$ cat config.mk
export PLATFORM = sky130hd
export DESIGN_NAME = multiplier_pipe_stream
export DESIGN_NICKNAME = d
export VERILOG_FILES = /design/src/rtl/multiplier_pipe_stream.sv
export SDC_FILE = /design/constraint.sdc
export NUM_CORES = 1
export LEC_CHECK = 0
export ABC_AREA = 1
export BUFFER_PORTS_ARGS = -buffer_cell sky130_fd_sc_hd__buf_2
export CORE_UTILIZATION = 25
export CTS_BUF_LIST = sky130_fd_sc_hd__clkbuf_8
export DETAILED_ROUTE_END_ITERATION = 10
export PLACE_DENSITY = 0.41
export SLEW_MARGIN = 20
export SYNTH_ARGS = -nofsm -noshare
export SYNTH_HDL_FRONTEND = slang
export SYNTH_SLANG_ARGS = --single-unit
$ cat constraint.sdc
create_clock -name clk -period 1.5 [get_ports clk]
set_input_delay 0.075 -clock clk [delete_from_list [all_inputs] [get_ports clk]]
set_output_delay 0.075 -clock clk [all_outputs]
set_load 0.005 [all_outputs]
$ cat src/rtl/multiplier_pipe_stream.sv
// Pipelined multiplier with valid/ready streams on both sides, per-op
// signed/unsigned mode and a sideband tag. Stalled stages hold their
// contents and bubbles collapse toward the output.
module multiplier_pipe_stream #(
    parameter int WIDTH_A = 4,
    parameter int WIDTH_B = 6,
    parameter int DELAY   = 5,
    parameter int TAG_W   = 4
) (
    input  logic                       clk,
    input  logic                       rst_n,
    input  logic                       in_valid,
    output logic                       in_ready,
    input  logic [WIDTH_A-1:0]         in_a,
    input  logic [WIDTH_B-1:0]         in_b,
    input  logic                       in_signed,
    input  logic [TAG_W-1:0]           in_tag,
    output logic                       out_valid,
    input  logic                       out_ready,
    output logic [WIDTH_A+WIDTH_B-1:0] out_data,
    output logic [TAG_W-1:0]           out_tag,
    output logic                       busy
);

    localparam int PW = WIDTH_A + WIDTH_B;

    logic [DELAY-1:0] valid;
    logic [DELAY-1:0] adv;
    logic [PW-1:0]    prod [DELAY];
    logic [TAG_W-1:0] tag  [DELAY];

    logic [PW-1:0] ext_a;
    logic [PW-1:0] ext_b;
    logic [PW-1:0] product;
    logic          accept;

    // Extend operands to full product width; the low PW bits of the
    // extended product are exact for both signed and unsigned modes.
    always_comb begin
        ext_a   = in_signed ? {{(PW-WIDTH_A){in_a[WIDTH_A-1]}}, in_a}
                            : {{(PW-WIDTH_A){1'b0}}, in_a};
        ext_b   = in_signed ? {{(PW-WIDTH_B){in_b[WIDTH_B-1]}}, in_b}
                            : {{(PW-WIDTH_B){1'b0}}, in_b};
        product = ext_a * ext_b;
    end

    // Advance chain from the output back toward stage 0.
    always_comb begin
        logic    a;
        int unsigned k;
        adv          = '0;
        a            = out_ready;
        adv[DELAY-1] = a;
        for (int unsigned i = 0; i < DELAY - 1; i++) begin
            k      = DELAY - 2 - i;
            a      = !valid[k+1] || a;
            adv[k] = a;
        end
    end

    assign in_ready  = !valid[0] || adv[0];
    assign accept    = in_valid && in_ready;
    assign out_valid = valid[DELAY-1];
    assign out_data  = prod[DELAY-1];
    assign out_tag   = tag[DELAY-1];
    assign busy      = |valid;

    // Stage k takes stage k-1 whenever k-1 advances (stage k is then
    // either empty or moving on itself), which collapses bubbles.
    always_ff @(posedge clk or negedge rst_n) begin
        if (!rst_n) begin
            valid <= '0;
            for (int unsigned k = 0; k < DELAY; k++) begin
                prod[k] <= '0;
                tag[k]  <= '0;
            end
        end else begin
            if (in_ready) begin
                valid[0] <= accept;
                if (accept) begin
                    prod[0] <= product;
                    tag[0]  <= in_tag;
                end
            end
            for (int unsigned k = 1; k < DELAY; k++) begin
                if (adv[k-1]) begin
                    valid[k] <= valid[k-1];
                    if (valid[k-1]) begin
                        prod[k] <= prod[k-1];
                        tag[k]  <= tag[k-1];
                    end
                end
            end
        end
    end

endmodule

# After elaboration in Yosys (flattened, before gate mapping)
# Cells that the tools add are included.
# word_totals
reg_bits	75
output_inout_bits	17
in_bits	19
elab_cells	35
# op_classes
mux	2
multipliers	1
reduce_logical	17
# ops
op	count
2-to-1 mux 10 bit	2
multiplier 10 x 10 -> 10 bit	1
AND reduction 2 bit	5
logical NOT 1 bit	5
logical OR 1 bit	5
OR reduction 5 bit	1
logical AND 1 bit	1

# Logic depth before layout (Yosys ltp)
# logic_depth
word_depth	8
mapped_depth	22

# Least setup slack after synthesis
# Ideal clock, no wire load.
# synth_path
path_kind	input port to flip-flop
startpoint	in in_a[3]
endpoint	reg prod[49] (netlist bit)
slack_ns	-2.629
required_time_ns	1.383
setup_time_ns	0.117
stages	19
arrival_time_ns	4.011
cell_sequence	buf_6 -> nand2_1 -> nor2_1 -> fa_1 -> fa_1 -> inv_1 -> fa_1 -> inv_1 -> fa_1 -> inv_1 -> fa_1 -> inv_1 -> ha_1 -> a21oi_1 -> o31ai_1 -> a21oi_1 -> nand3_1 -> nand3_1 -> nand2_1
# synth_between
elab_chain_cells	2
# synth_lines
item	line_no	rtl
start, declared	14	input logic [WIDTH_A-1:0] in_a,
2-to-1 mux 10 bit	40	ext_a = in_signed ? {{(PW-WIDTH_A){in_a[WIDTH_A-1]}}, in_a}
multiplier 10 x 10 -> 10 bit	44	product = ext_a * ext_b;
end signal, assigned by index	89	prod[k] <= prod[k-1];
end, declared	29	logic [PW-1:0] prod [DELAY];
# No other way between the ends.
# A chain may end at the register's enable or synchronous reset.

# Final worst setup path
# Same ends and word-level chain as after synthesis.

==> run_results.csv <==
group,metric,value,unit
detailed_routing,wl_per_cell,12.2,um
cts,clk_root_buffer_cell,"clkbuf_8",
worst_setup_path,max_stage_delay,0.50,ns
worst_setup_path,crit_family,"adder cells",
placed_design,gp_congestion,0.810,
detailed_routing,drc_errors,0,
worst_setup_path,crit_top_cell,"fa_1",
worst_setup_path,required,1.74,ns
timing,max_freq,0.280,GHz
die,pin_count,36,
run,cap_violations,0,
detailed_routing,drt_iter0_drc,100,
status,violations,"setup timing",
timing,final.setup.tns,-10.68,ns
global_routing,grt_pass1_vias,3429,
timing,rsz0062_at_grt,"true",
worst_setup_path,arrival,3.81,ns
yosys,ys_types,25,
worst_setup_path,timing.rr.end,"prod[43]$_DFFE_PN0P_",
power_and_ir_drop,pwr-share-seq,35.6,%
global_routing,grt_pass1_wl,16400,um
power_and_ir_drop,vdd_drop_max,0.470,mV
detailed_routing,postRouteAntennaNets,0,
die,rows,47,
detailed_routing,vias_per_cell,4.08,
detailed_routing,dr.pass1.iters,4,
worst_setup_path,crit_path_end,"prod[49]$_DFFE_PN0P_",
power_and_ir_drop,p_comb_share,47.9,%
finish,fin_cells,811,
power_and_ir_drop,p_per_area,1460,nW/um2
worst_setup_path,cp_num_buf_inv,7,
worst_setup_path,setup.worst_path.start,"in_a[3]",
worst_setup_path,crit_slowest_cell,"fa_1",
timing,finalSetupViolCount,13,
global_routing,grt_max_degree,35,
timing,period_minus_slack,3.57,ns
finish,n_fill_cell,1734,
placed_design,dp_cells,767,
worst_hold_path,holdCritPathClass,"input port to flip-flop",
yosys,syn_inst,483,
power_and_ir_drop,p_leak,0.00322,uW
power_and_ir_drop,switching_share,36.0,%
timing,slew_headroom,71.5,%
cts,worstSkewPairLatency,0.35,ns
finish,final_core_util,37.6,%
global_routing,antenna_found_initial,0,
status,status,"complete, but fails checks",
placed_design,numPortBuffers,35,
yosys,seq_area_frac_synth,43.1,%
worst_setup_path,path_class,"input port to flip-flop",
yosys,ys_warn_count,0,
die,core,16800,um2
cts,cts_buffers,9,
finish,fin_area,6320,um2
yosys,ys_ff_latch,75,
timing,final_hold_viol_count,0,
timing,worst_slew_pin_slew,0.428,ns
worst_setup_path,worstPathCellList,"buf_12 > nand2_4 > inv_2 > nand2_2 > inv_2 > fa_1 > fa_1 > inv_1 > fa_1 > inv_1 > fa_1 > inv_1 > fa_1 > inv_2 > ha_4 > a21oi_4 > o31ai_4 > a21oi_2 > nand3_1 > nand3_1 > nand2_1",
timing,finalCritPeriodShare,238,%
finish,area_growth,45.1,%
die,start_util,25.9,%
cts,cts_buffer_depth,2,
cts,cts_sinks,75,
placed_design,placed_area,5290,um2
cts,clk_pin_slew,0.07,ns
power_and_ir_drop,p_clk_share,16.6,%
placed_design,dp.final_hpwl,6800,um
worst_setup_path,r2r_cells,13,
finish,layout.nets,651,
global_routing,grt_use_total,11.5,%
cts,h-tree-depth,3,
worst_setup_path,crit_cells,21,
worst_setup_path,start_kind,"input port",
worst_setup_path,r2r_start,"valid[4]$_DFFE_PN0P_",
die,dieWidth,134,um
yosys,syn_area,4350,um2
finish,drive_gt1_share,43.0,%
worst_setup_path,cp_max_fo,4,
timing,slew_violations,0,
power_and_ir_drop,p_switching,3310,uW
finish,n_antenna_cell,0,
detailed_routing,wl,9880,um
worst_setup_path,r2r_slack,-0.07,ns
timing,setup_slack,-2.07,ns
global_routing,globalRouteOverflowTotal,0,
die,die_area,17900,um2
timing,skew,0.00794,ns
die,die_h,134,um
power_and_ir_drop,internal_power,5890,uW
yosys,syn_nets,547,
detailed_routing,vias,3307,
yosys,synth.avg_cell_area,9.01,um2
cts,cts_tree,"built",
worst_setup_path,crit_path_end_kind,"flip-flop",
==> Yosys cell counts <==
library cell | number | area (um2)
nand3_1 | 18 | 90.1
fa_1 | 21 | 420
a21oi_1 | 22 | 110
ha_1 | 24 | 300
buf_6 | 3 | 33.8
xnor2_1 | 2 | 17.5
nand2_2 | 2 | 12.5
nor2_4 | 3 | 33.8
buf_4 | 18 | 135
nand2_1 | 104 | 390
nand3b_1 | 1 | 7.51
o21ai_0 | 29 | 145
buf_2 | 4 | 20.0
or2_2 | 1 | 6.26
nor3_1 | 2 | 10.0
nor2_1 | 25 | 93.8
o21ai_1 | 2 | 10.0
dfrtp_1 | 75 | 1880
inv_2 | 3 | 11.3
mux2_2 | 12 | 135
xor2_1 | 4 | 35.0
nor2_2 | 2 | 12.5
o21ai_2 | 9 | 78.8
inv_1 | 96 | 360
o31ai_1 | 1 | 7.51
==> registers in the layout (all words and copies together) (netlist names) <==
signal,cells
valid,5
tag,16
out_data,10
out_tag,4
prod,40
==> layout make-up <==
type                    count  area, um2  share of cell area [%]
clock inverters             5       53.8                   0.851
inverters                  99        379                    6.00
flip-flops and latches     75       1880                    29.7
multi-input cells         285       2480                    39.3
clock buffers              10        138                    2.18
well taps                 220        275                    4.36
repair buffers            117       1110                    17.6
==> power groups by stage <==
| stage | clock (uW) | combinational (uW) | sequential, uW |
|---|---|---|---|
| after floorplan | 0 | 2580 | 3160 |
| after global routing | 1690 | 4930 | 3390 |
| after detailed placement | 0 | 3450 | 3260 |
| after CTS | 1590 | 3790 | 3230 |
| final | 1520 | 4410 | 3270 |
| after global placement | 0 | 3400 | 3230 |
==> placed cells by master (no fill, tap or decap), types with 17 or more instances in the layout <==
master / instances
inv_2: 19
nand2_1: 75
o21ai_2: 17
nor2_1: 18
buf_2: 26
buf_4: 48
fa_1: 20
buf_6: 25
inv_1: 77
dfrtp_1: 75
==> timing repair <==
| action | CTS | global route |
|---|---|---|
| cloned | 3 | 4 |
| hold buffers | 5 | 0 |
| endpoints found under the setup margin | 16 | 53 |
| resized for setup | 51 | 91 |
| pin swaps | 39 | 43 |
| buffers inserted | 13 | 7 |
| endpoints found under the hold margin | 33 | 0 |
==> metrics by stage <==
step | total power (uW) | hold WS, ns | setup WS [ns]
after floorplan | 5740 | -0.221 | -2.37
after global placement | 6640 | 0.0371 | -2.46
after detailed placement | 6700 | 0.0437 | -2.48
after CTS | 8610 | 0.0583 | -2.01
after global routing | 10000 | 0.0604 | -2.21
final | 9200 | 0.0605 | -2.07
==> layer usage <==
| metal | GRT usage [%] | up-vias | wire length, um |
|---|---|---|---|
| li1 | - | 1675 | - |
| met1 | 15.5 | 1582 | 4780 |
| met2 | 18.2 | 39 | 4720 |
| met3 | 1.89 | 11 | 254 |
| met4 | 4.67 | 0 | 123 |
| met5 | 0 | - | 0 |
==> logic make-up (layout without fill, tap and decap cells) <==
kind of cell,count (synthesis),after routing,share of synthesized area [%]
flops,75,75,43.1
simple gates,158,159,15.1
mux,12,12,3.10
fa+ha+maj,45,45,16.6
xor+xnor,6,6,1.21
buf+inv,124,231,12.9
compound gates,63,63,8.08
==> worst min-delay path by stage <==
stage / from / end / slack, ns / cells past startpoint
after floorplan: rst_n / out_data[0]$_DFFE_PN0P_ / -0.22 / 0
final: in_valid / valid[0]$_DFFE_PN0N_ / 0.06 / 3
after CTS: in_valid / valid[0]$_DFFE_PN0N_ / 0.06 / 3
after detailed placement: rst_n / valid[3]$_DFFE_PN0P_ / 0.04 / 1
after global routing: in_valid / valid[0]$_DFFE_PN0N_ / 0.06 / 3
after global placement: rst_n / valid[4]$_DFFE_PN0P_ / 0.04 / 1
==> worst register-to-register path, cell delays in order, from the launching register on <==
cell	delay, ns
dfrtp_1	0.36
inv_2	0.05
nor2_2	0.08
inv_2	0.05
nor2_2	0.08
inv_2	0.06
nor2_4	0.13
nand2_4	0.07
nor2_4	0.11
buf_6	0.13
nor2_4	0.06
buf_4	0.16
nand2_1	0.08
o21ai_2	0.05
Power figures use the tool's default switching activity.
